## src/rtl/mem_arbiter.sv

```systemverilog
`default_nettype none
// +---------------------------------------------------------------------------+
// | mem_arbiter                                                               |
// | Shares one cartridge memory port between CHR, PRG and host requesters.    |
// | Optional host aging: define MEM_ARB_AGING_EN.                             |
// | Revision: 1.0                                                             |
// +---------------------------------------------------------------------------+
module mem_arbiter #(
    parameter int ADDR_BITS     = 23,
    parameter int DATA_BITS     = 8,
    parameter int HOST_MAX_WAIT = 15
) (
    input  logic                 clk,
    input  logic                 rst_n,
    input  logic                 chr_req,
    input  logic [ADDR_BITS-1:0] chr_addr,
    input  logic                 chr_we,
    input  logic [DATA_BITS-1:0] chr_wdata,
    output logic                 chr_ack,
    output logic [DATA_BITS-1:0] chr_rdata,
    input  logic                 prg_req,
    input  logic [ADDR_BITS-1:0] prg_addr,
    input  logic                 prg_we,
    input  logic [DATA_BITS-1:0] prg_wdata,
    output logic                 prg_ack,
    output logic [DATA_BITS-1:0] prg_rdata,
    input  logic                 host_req,
    input  logic [ADDR_BITS-1:0] host_addr,
    input  logic                 host_we,
    input  logic [DATA_BITS-1:0] host_wdata,
    output logic                 host_ack,
    output logic [DATA_BITS-1:0] host_rdata,
    output logic                 mem_req,
    output logic [ADDR_BITS-1:0] mem_addr,
    output logic                 mem_we,
    output logic [DATA_BITS-1:0] mem_wdata,
    input  logic                 mem_ack,
    input  logic [DATA_BITS-1:0] mem_rdata,
    output logic                 busy
);

    localparam int         c_NPORT     = 3;
    localparam logic [1:0] c_CHR       = 2'd0;
    localparam logic [1:0] c_PRG       = 2'd1;
    localparam logic [1:0] c_HOST      = 2'd2;
    localparam logic [0:0] c_ST_IDLE   = 1'b0;
    localparam logic [0:0] c_ST_ACCESS = 1'b1;

    logic [c_NPORT-1:0]   w_req;
    logic [ADDR_BITS-1:0] w_req_addr  [c_NPORT];
    logic [c_NPORT-1:0]   w_req_we;
    logic [DATA_BITS-1:0] w_req_wdata [c_NPORT];

    logic [c_NPORT-1:0]   r_pend;
    logic [ADDR_BITS-1:0] r_slot_addr  [c_NPORT];
    logic [c_NPORT-1:0]   r_slot_we;
    logic [DATA_BITS-1:0] r_slot_wdata [c_NPORT];

    logic [0:0]           r_state;
    logic [0:0]           w_state_nxt;
    logic                 w_start;
    logic                 w_done;
    logic [1:0]           w_win;
    logic [1:0]           r_grant;
    logic [c_NPORT-1:0]   w_clr;
    logic                 w_force_host;

    logic [ADDR_BITS-1:0] r_mem_addr;
    logic                 r_mem_we;
    logic [DATA_BITS-1:0] r_mem_wdata;
    logic [c_NPORT-1:0]   r_ack;
    logic [DATA_BITS-1:0] r_rdata [c_NPORT];

    assign w_req          = {host_req, prg_req, chr_req};
    assign w_req_we       = {host_we, prg_we, chr_we};
    assign w_req_addr[0]  = chr_addr;
    assign w_req_addr[1]  = prg_addr;
    assign w_req_addr[2]  = host_addr;
    assign w_req_wdata[0] = chr_wdata;
    assign w_req_wdata[1] = prg_wdata;
    assign w_req_wdata[2] = host_wdata;

    // Completing port's slot is released in the same edge that produces its ack.
    assign w_clr = w_done ? (3'b001 << r_grant) : 3'b000;

`ifdef MEM_ARB_AGING_EN
    localparam int                 c_AGE_W   = (HOST_MAX_WAIT < 1) ? 1 : $clog2(HOST_MAX_WAIT + 1);
    localparam logic [c_AGE_W-1:0] c_AGE_MAX = c_AGE_W'(HOST_MAX_WAIT);

    logic [c_AGE_W-1:0] r_age;

    assign w_force_host = r_pend[c_HOST] && (r_age >= c_AGE_MAX);

    always_ff @(posedge clk or negedge rst_n) begin
        if (!rst_n) begin
            r_age <= '0;
        end else if (w_start) begin
            if (w_win == c_HOST) begin
                r_age <= '0;
            end else if (r_pend[c_HOST] && (r_age != c_AGE_MAX)) begin
                r_age <= r_age + 1'b1;
            end
        end
    end
`else
    logic w_unused_cfg;
    assign w_unused_cfg = ^HOST_MAX_WAIT;
    assign w_force_host = 1'b0;
`endif

    always_ff @(posedge clk or negedge rst_n) begin
        if (!rst_n) begin
            r_state <= c_ST_IDLE;
        end else begin
            r_state <= w_state_nxt;
        end
    end

    always_comb begin
        w_state_nxt = r_state;
        w_start     = 1'b0;
        w_done      = 1'b0;
        if (w_force_host) begin
            w_win = c_HOST;
        end else if (r_pend[c_CHR]) begin
            w_win = c_CHR;
        end else if (r_pend[c_PRG]) begin
            w_win = c_PRG;
        end else begin
            w_win = c_HOST;
        end
        case (r_state)
            c_ST_IDLE: begin
                if (|r_pend) begin
                    w_start     = 1'b1;
                    w_state_nxt = c_ST_ACCESS;
                end
            end
            c_ST_ACCESS: begin
                if (mem_ack) begin
                    w_done      = 1'b1;
                    w_state_nxt = c_ST_IDLE;
                end
            end
            default: w_state_nxt = c_ST_IDLE;
        endcase
    end

    // A new request beats the release of the same slot in the completion cycle.
    always_ff @(posedge clk or negedge rst_n) begin
        if (!rst_n) begin
            r_pend    <= '0;
            r_slot_we <= '0;
            for (int p = 0; p < c_NPORT; p++) begin
                r_slot_addr[p]  <= '0;
                r_slot_wdata[p] <= '0;
            end
        end else begin
            for (int p = 0; p < c_NPORT; p++) begin
                if (w_req[p] && (!r_pend[p] || w_clr[p])) begin
                    r_pend[p]       <= 1'b1;
                    r_slot_addr[p]  <= w_req_addr[p];
                    r_slot_we[p]    <= w_req_we[p];
                    r_slot_wdata[p] <= w_req_wdata[p];
                end else if (w_clr[p]) begin
                    r_pend[p] <= 1'b0;
                end
            end
        end
    end

    always_ff @(posedge clk or negedge rst_n) begin
        if (!rst_n) begin
            r_grant     <= c_CHR;
            r_mem_addr  <= '0;
            r_mem_we    <= 1'b0;
            r_mem_wdata <= '0;
            r_ack       <= '0;
            for (int p = 0; p < c_NPORT; p++) begin
                r_rdata[p] <= '0;
            end
        end else begin
            r_ack <= w_clr;
            if (w_start) begin
                r_grant     <= w_win;
                r_mem_addr  <= r_slot_addr[w_win];
                r_mem_we    <= r_slot_we[w_win];
                r_mem_wdata <= r_slot_wdata[w_win];
            end
            if (w_done && !r_mem_we) begin
                r_rdata[r_grant] <= mem_rdata;
            end
        end
    end

    assign mem_req    = (r_state == c_ST_ACCESS);
    assign mem_addr   = r_mem_addr;
    assign mem_we     = r_mem_we;
    assign mem_wdata  = r_mem_wdata;
    assign busy       = (r_state != c_ST_IDLE) || (|r_pend);
    assign chr_ack    = r_ack[0];
    assign prg_ack    = r_ack[1];
    assign host_ack   = r_ack[2];
    assign chr_rdata  = r_rdata[0];
    assign prg_rdata  = r_rdata[1];
    assign host_rdata = r_rdata[2];

endmodule
`default_nettype wire

```

## config.mk

```make
export PLATFORM = sky130hd
export DESIGN_NAME = mem_arbiter
export DESIGN_NICKNAME = d
export VERILOG_FILES = /design/src/rtl/mem_arbiter.sv
export SDC_FILE = /design/constraint.sdc
export NUM_CORES = 1
export LEC_CHECK = 0
export ABC_AREA = 0
export BUFFER_PORTS_ARGS = -buffer_cell sky130_fd_sc_hd__buf_2
export CAP_MARGIN = 10
export CORE_ASPECT_RATIO = 1.4
export CORE_UTILIZATION = 59
export CTS_BUF_LIST = sky130_fd_sc_hd__clkbuf_8
export DETAILED_ROUTE_END_ITERATION = 12
export GPL_TIMING_DRIVEN = 0
export PLACE_DENSITY_LB_ADDON = 0.05
export RECOVER_POWER = 25
export SLEW_MARGIN = 10
export SYNTH_ARGS = -nofsm -noshare
export SYNTH_HDL_FRONTEND = slang
export SYNTH_SLANG_ARGS = --single-unit
```

## constraint.sdc

```tcl
create_clock -name clk -period 3.08 [get_ports clk]
set_clock_uncertainty 0.1 [all_clocks]
set_input_delay 0.462 -clock clk [delete_from_list [all_inputs] [get_ports clk]]
set_output_delay 0.462 -clock clk [all_outputs]
set_load 0.05 [all_outputs]
```

# Yosys cells after proc, flatten, opt, wreduce, memory -nomap -nowiden
# Cells that the tools add are included.
# word_totals
out_inout_bits	61
inputBits	110
word_cells	72
ff_bits	161
# classes
n_reduce_logical	17
shift	1
bitwise_logic	3
magnitude_cmp	4
n_mux	26
# ops
operator	n
23-bit binary-select mux with 2-bit select	1
23-bit 2-to-1 mux	2
24-bit bitwise mux	1
8-bit 2-to-1 mux	3
8-bit binary-select mux with 2-bit select	1
8-bit demux with 2-bit select	1
1-bit 2-to-1 mux	12
3-bit greater-or-equal comparator (second input constant)	2
2-bit inverter with 3-bit output	2
2-bit nonzero test	3
1-bit logical AND	5
1-bit zero test	4
1-bit logical OR	4
2-bit 2-to-1 mux	2
2-bit by 3-bit less-than comparator with 1-bit output (second input constant)	1
3-bit by 1-bit less-than comparator with 1-bit output (second input constant)	1
3-bit 2-to-1 mux	1
3-bit OR reduction	1
1-bit by 2-bit << shifter with 3-bit output (first input constant)	1
1-bit binary-select mux with 2-bit select	1
1-bit one-hot mux with 2 select lines	1
1-bit inverter	1

# Longest topological paths before layout
# depth
depth_word	6
ltp_mapped	5
ltp_nobuf	3

# Worst setup path after synthesis
# OpenSTA, ideal clock, no wires.
# synth_path
kind	register to output
start	register r_pend[1]
end	output port busy
n_path_buf	1
setup_slack_ns	1.098
required_time_ns	2.518
stages_incl_launch_ff	4
arrival_ns	1.420
path_cell_list	dfrtp_1 -> buf_2 -> or2_2 -> or3_2
# synth_between
elab_chain_len	2
# synth_rtl
item	line_no	text
start: declaration	54	logic [c_NPORT-1:0] r_pend;
start signal: assignment	152	r_pend <= '0;
start signal: indexed assignment	161	r_pend[p] <= 1'b1;
start signal: indexed assignment	166	r_pend[p] <= 1'b0;
3-bit OR reduction	200	assign busy = (r_state != c_ST_IDLE) || (|r_pend);
1-bit logical OR	200	
end: declaration	39	output logic busy
# No other way between the ends.

# Worst setup path in the final report
# Ends and elaborated chain as after synthesis.

==> results by group <==
Route
  • WL/cell: 17.83 um
  • First drt pass iteration count: 5
  • Final WL: 14.41 mm
  • Via count: 4352
  • Via/cell ratio: 5.386
  • # DRC: 0
  • Antenna-violating nets left: 0
  • Initial DRC count: 135

Power and ir drop
  • Power per Cell Area: 1029 mW/mm^2
  • Leak Pwr: 4.141 nW
  • Max rail drop VDD: 0.5869 mV

Floorplanning
  • DIE AREA: 0.01186 sq mm
  • Io pins: 171
  • Die W: 92.34 um
  • Die H: 128.5 um
  • Placement Rows: 45
  • Core footprint: 0.01098 sq mm
  • Initial core utilization: 0.6139

Synth
  • Netlist cell types: 27
  • Synth warn: 0
  • Mean Syn Cell Area: 14.59 sq um
  • Cells after synthesis: 462
  • Yosys reg bits: 161
  • Area of the mapped netlist: 0.006740 sq mm
  • Mapped Nets: 572
  • Sequential share of the synthesized area: 0.5977

Timing
  • Tmin final: 2.744 ns
  • Post-route setup slack: 0.3358 ns
  • RSZ-0062 raised after global routing: no
  • Worst-Margin Slew: 1.592 ns
  • Worst relative slew slack: -0.06124
  • Fmax achieved: 364.4 MHz
  • Final period util: 0.8910
  • Number of setup violations in the final report: 0
  • Worst hold slack: 0.1023 ns
  • Fin. Hold Viols: 0
  • Max-slew violations: 118

Clocking
  • Post-cts sizing count: 0
  • Clock Latency Late Sink: 0.45 ns
  • TritonCTS clock tree: built
  • Clk buf depth: 2
  • CTS H-tree depth: 4
  • Clk pin slew, worst setup/hold paths: 0.08 ns
  • Inserted Clock Buffers: 17
  • Root Driver: clkbuf_8
  • Clock sink count: 161

Global route
  • Largest net degree at the start of global routing: 118
  • Initial antenna violation count: 1
  • GRT Resource Usage Total: 0.2614
  • Vias in the first global route: 4718
  • Overflow after GRT: 0
  • First-pass GRT wire length: 23.19 mm

Run
  • # Max-Cap Violations: 1

Worst hold path
  • Min-Delay Path Class: in2reg
  • Hold path cells: 2

Layout
  • Synthesis-to-layout area growth: 22.54%
  • Storage cell area: 0.004029 sq mm
  • Multi-input gate area: 0.002527 sq mm
  • Nets: 763
  • Layout cells sized above 1: 0.5616
  • Fillers: 769

Setup path
  • Reg2reg path depth: 5
  • Crit path capture type: output pin
  • Crit-path cells: clkbuf_1 > or2_2 > or3_2 > buf_2
  • Crit-path slowest cell: or3_2
  • Critical path required time: 2.52 ns
  • CP Data Arrival Time: 2.18 ns
  • Delay of the slowest critical-path stage: 0.44 ns
  • Crit Path Max Fanout: 9
  • CP startpoint kind: flop
  • Setup Crit Path Kind: reg2out

Placed design
  • Post-Place Setup Slack: 0.9443 ns
  • Global placement routability congestion: 0.7835
  • DP HPWL: 9.957 mm
  • Port bufs: 170

Status
  • Outcome: finished, violations left
  • Failing checks: max-capacitance violations, max-slew violations
## path summary, 6_finish.rpt
path / endpoint / from / slack [ns]
max: busy / r_pend[1] / 0.34
min: r_pend[1] / prg_req / 0.10
max reg2reg: mem_addr[21] / r_pend[1] / 0.77
min reg2reg: r_slot_addr[53] / r_slot_addr[53] / 0.40
max in group asynchronous: r_slot_wdata[22] / rst_n / 0.57
min in group asynchronous: host_rdata[6] / rst_n / 0.37
## logic make-up after synthesis
group	after synthesis	synth area share
flops	161	0.5977
mux	184	0.3059
buf+inv	30	0.02729
simple gates	44	0.03156
compound gates	43	0.03750
## flip-flops by register name, indices dropped and copies added (netlist names)
| name | cells |
|---|---|
| mem_we | 1 |
| r_grant | 2 |
| mem_req | 1 |
| chr_rdata | 8 |
| r_slot_we | 3 |
| r_pend | 3 |
| r_ack | 3 |
| r_slot_wdata | 24 |
| prg_rdata | 8 |
| mem_wdata | 8 |
| r_slot_addr | 69 |
| host_rdata | 8 |
| mem_addr | 23 |
## metal layers
metal | vias to the layer above | share of wire | global-route usage
met5 | - | 0 | 0
met4 | 0 | 0.017 | 0.09283
met3 | 22 | 0.059 | 0.07624
met2 | 132 | 0.52 | 0.4614
met1 | 2188 | 0.40 | 0.3021
li1 | 2010 | - | -
## final cells by class
class / instances / area share
Sequential cell: 161 / 0.4878
Antenna cell: 1 / 0.0003030
Buffer: 25 / 0.01969
Multi-Input combinational cell: 271 / 0.3060
Clock buffer: 20 / 0.03333
Tap cell: 141 / 0.02136
Inverter: 5 / 0.002272
Clock inverter: 12 / 0.02288
Timing Repair Buffer: 172 / 0.1063
## layout by cell type, fill, tap and decap left out
cell / count
a21boi_2: 2
a21o_1: 2
a21oi_1: 2
a22oi_1: 1
and2_1: 1
and4bb_1: 1
and4bb_2: 1
buf_2: 173
buf_4: 9
buf_6: 4
buf_8: 1
bufinv_16: 5
clkbuf_1: 8
clkbuf_4: 1
clkbuf_8: 20
clkinv_2: 1
clkinvlp_4: 3
dfrtp_1: 161
diode_2: 1
dlygate4sd3_1: 1
inv_1: 8
mux2_1: 3
mux2_2: 141
mux2_4: 8
mux2i_1: 32
nand2_1: 34
nand2_2: 1
nand4b_1: 2
nor2b_1: 1
o21ai_0: 33
o21ai_2: 1
o21ai_4: 1
o21bai_1: 1
or2_2: 1
or3_2: 1
or4b_1: 1
## timing repair
action | CTS | global route
hold buffers | 1 | 0
setup buffers | 0 | 0
hold endpoints to repair | 44 | 0
## critical path, delay by kind of cell (launching register included)
family / cells / cell delay (ns)
flip-flops: 1 / 0.36
buffers and inverters: 2 / 0.50
AND/OR/NAND/NOR: 2 / 0.86
## cell usage after synthesis, drive strengths merged
master / number / area [sq um]
a21boi: 2 / 22.52
a21o: 2 / 15.01
a21oi: 2 / 10.01
a22oi: 1 / 7.510
and2: 1 / 6.260
and4bb: 2 / 25.02
buf: 19 / 142.6
clkbuf: 6 / 22.52
dfrtp: 161 / 4029
inv: 5 / 18.77
mux2: 152 / 1742
mux2i: 32 / 320.3
nand2: 35 / 133.9
nand4b: 2 / 17.52
nor2b: 1 / 6.260
o21ai: 35 / 190.2
o21bai: 1 / 7.510
or2: 1 / 6.260
or3: 1 / 7.510
or4b: 1 / 10.01
## metrics by stage
step / TNS [ns] / cells / utilization / power [mW] / instance area (sq um)
floorplan: 0 / 462 / - / 5.931 / 6740
global placement: -130.46 / 773 / 0.7075 / 6.629 / 7767
detailed placement: 0 / 774 / 0.7109 / 6.788 / 7805
CTS: 0 / 807 / 0.7541 / 8.560 / 8279
global route: 0 / 808 / 0.7523 / 8.925 / 8259
finish: 0 / 808 / 0.7523 / 8.495 / 8259
## power by group
| group | leakage (nW) | internal, mW | switching [mW] |
|---|---|---|---|
| Clock | 0.235 | 1.02 | 0.752 |
| Sequential | 1.91 | 3.03 | 0.470 |
| Combinational | 2.00 | 1.21 | 2.02 |
Note: power is estimated with default switching activity, not from simulation.
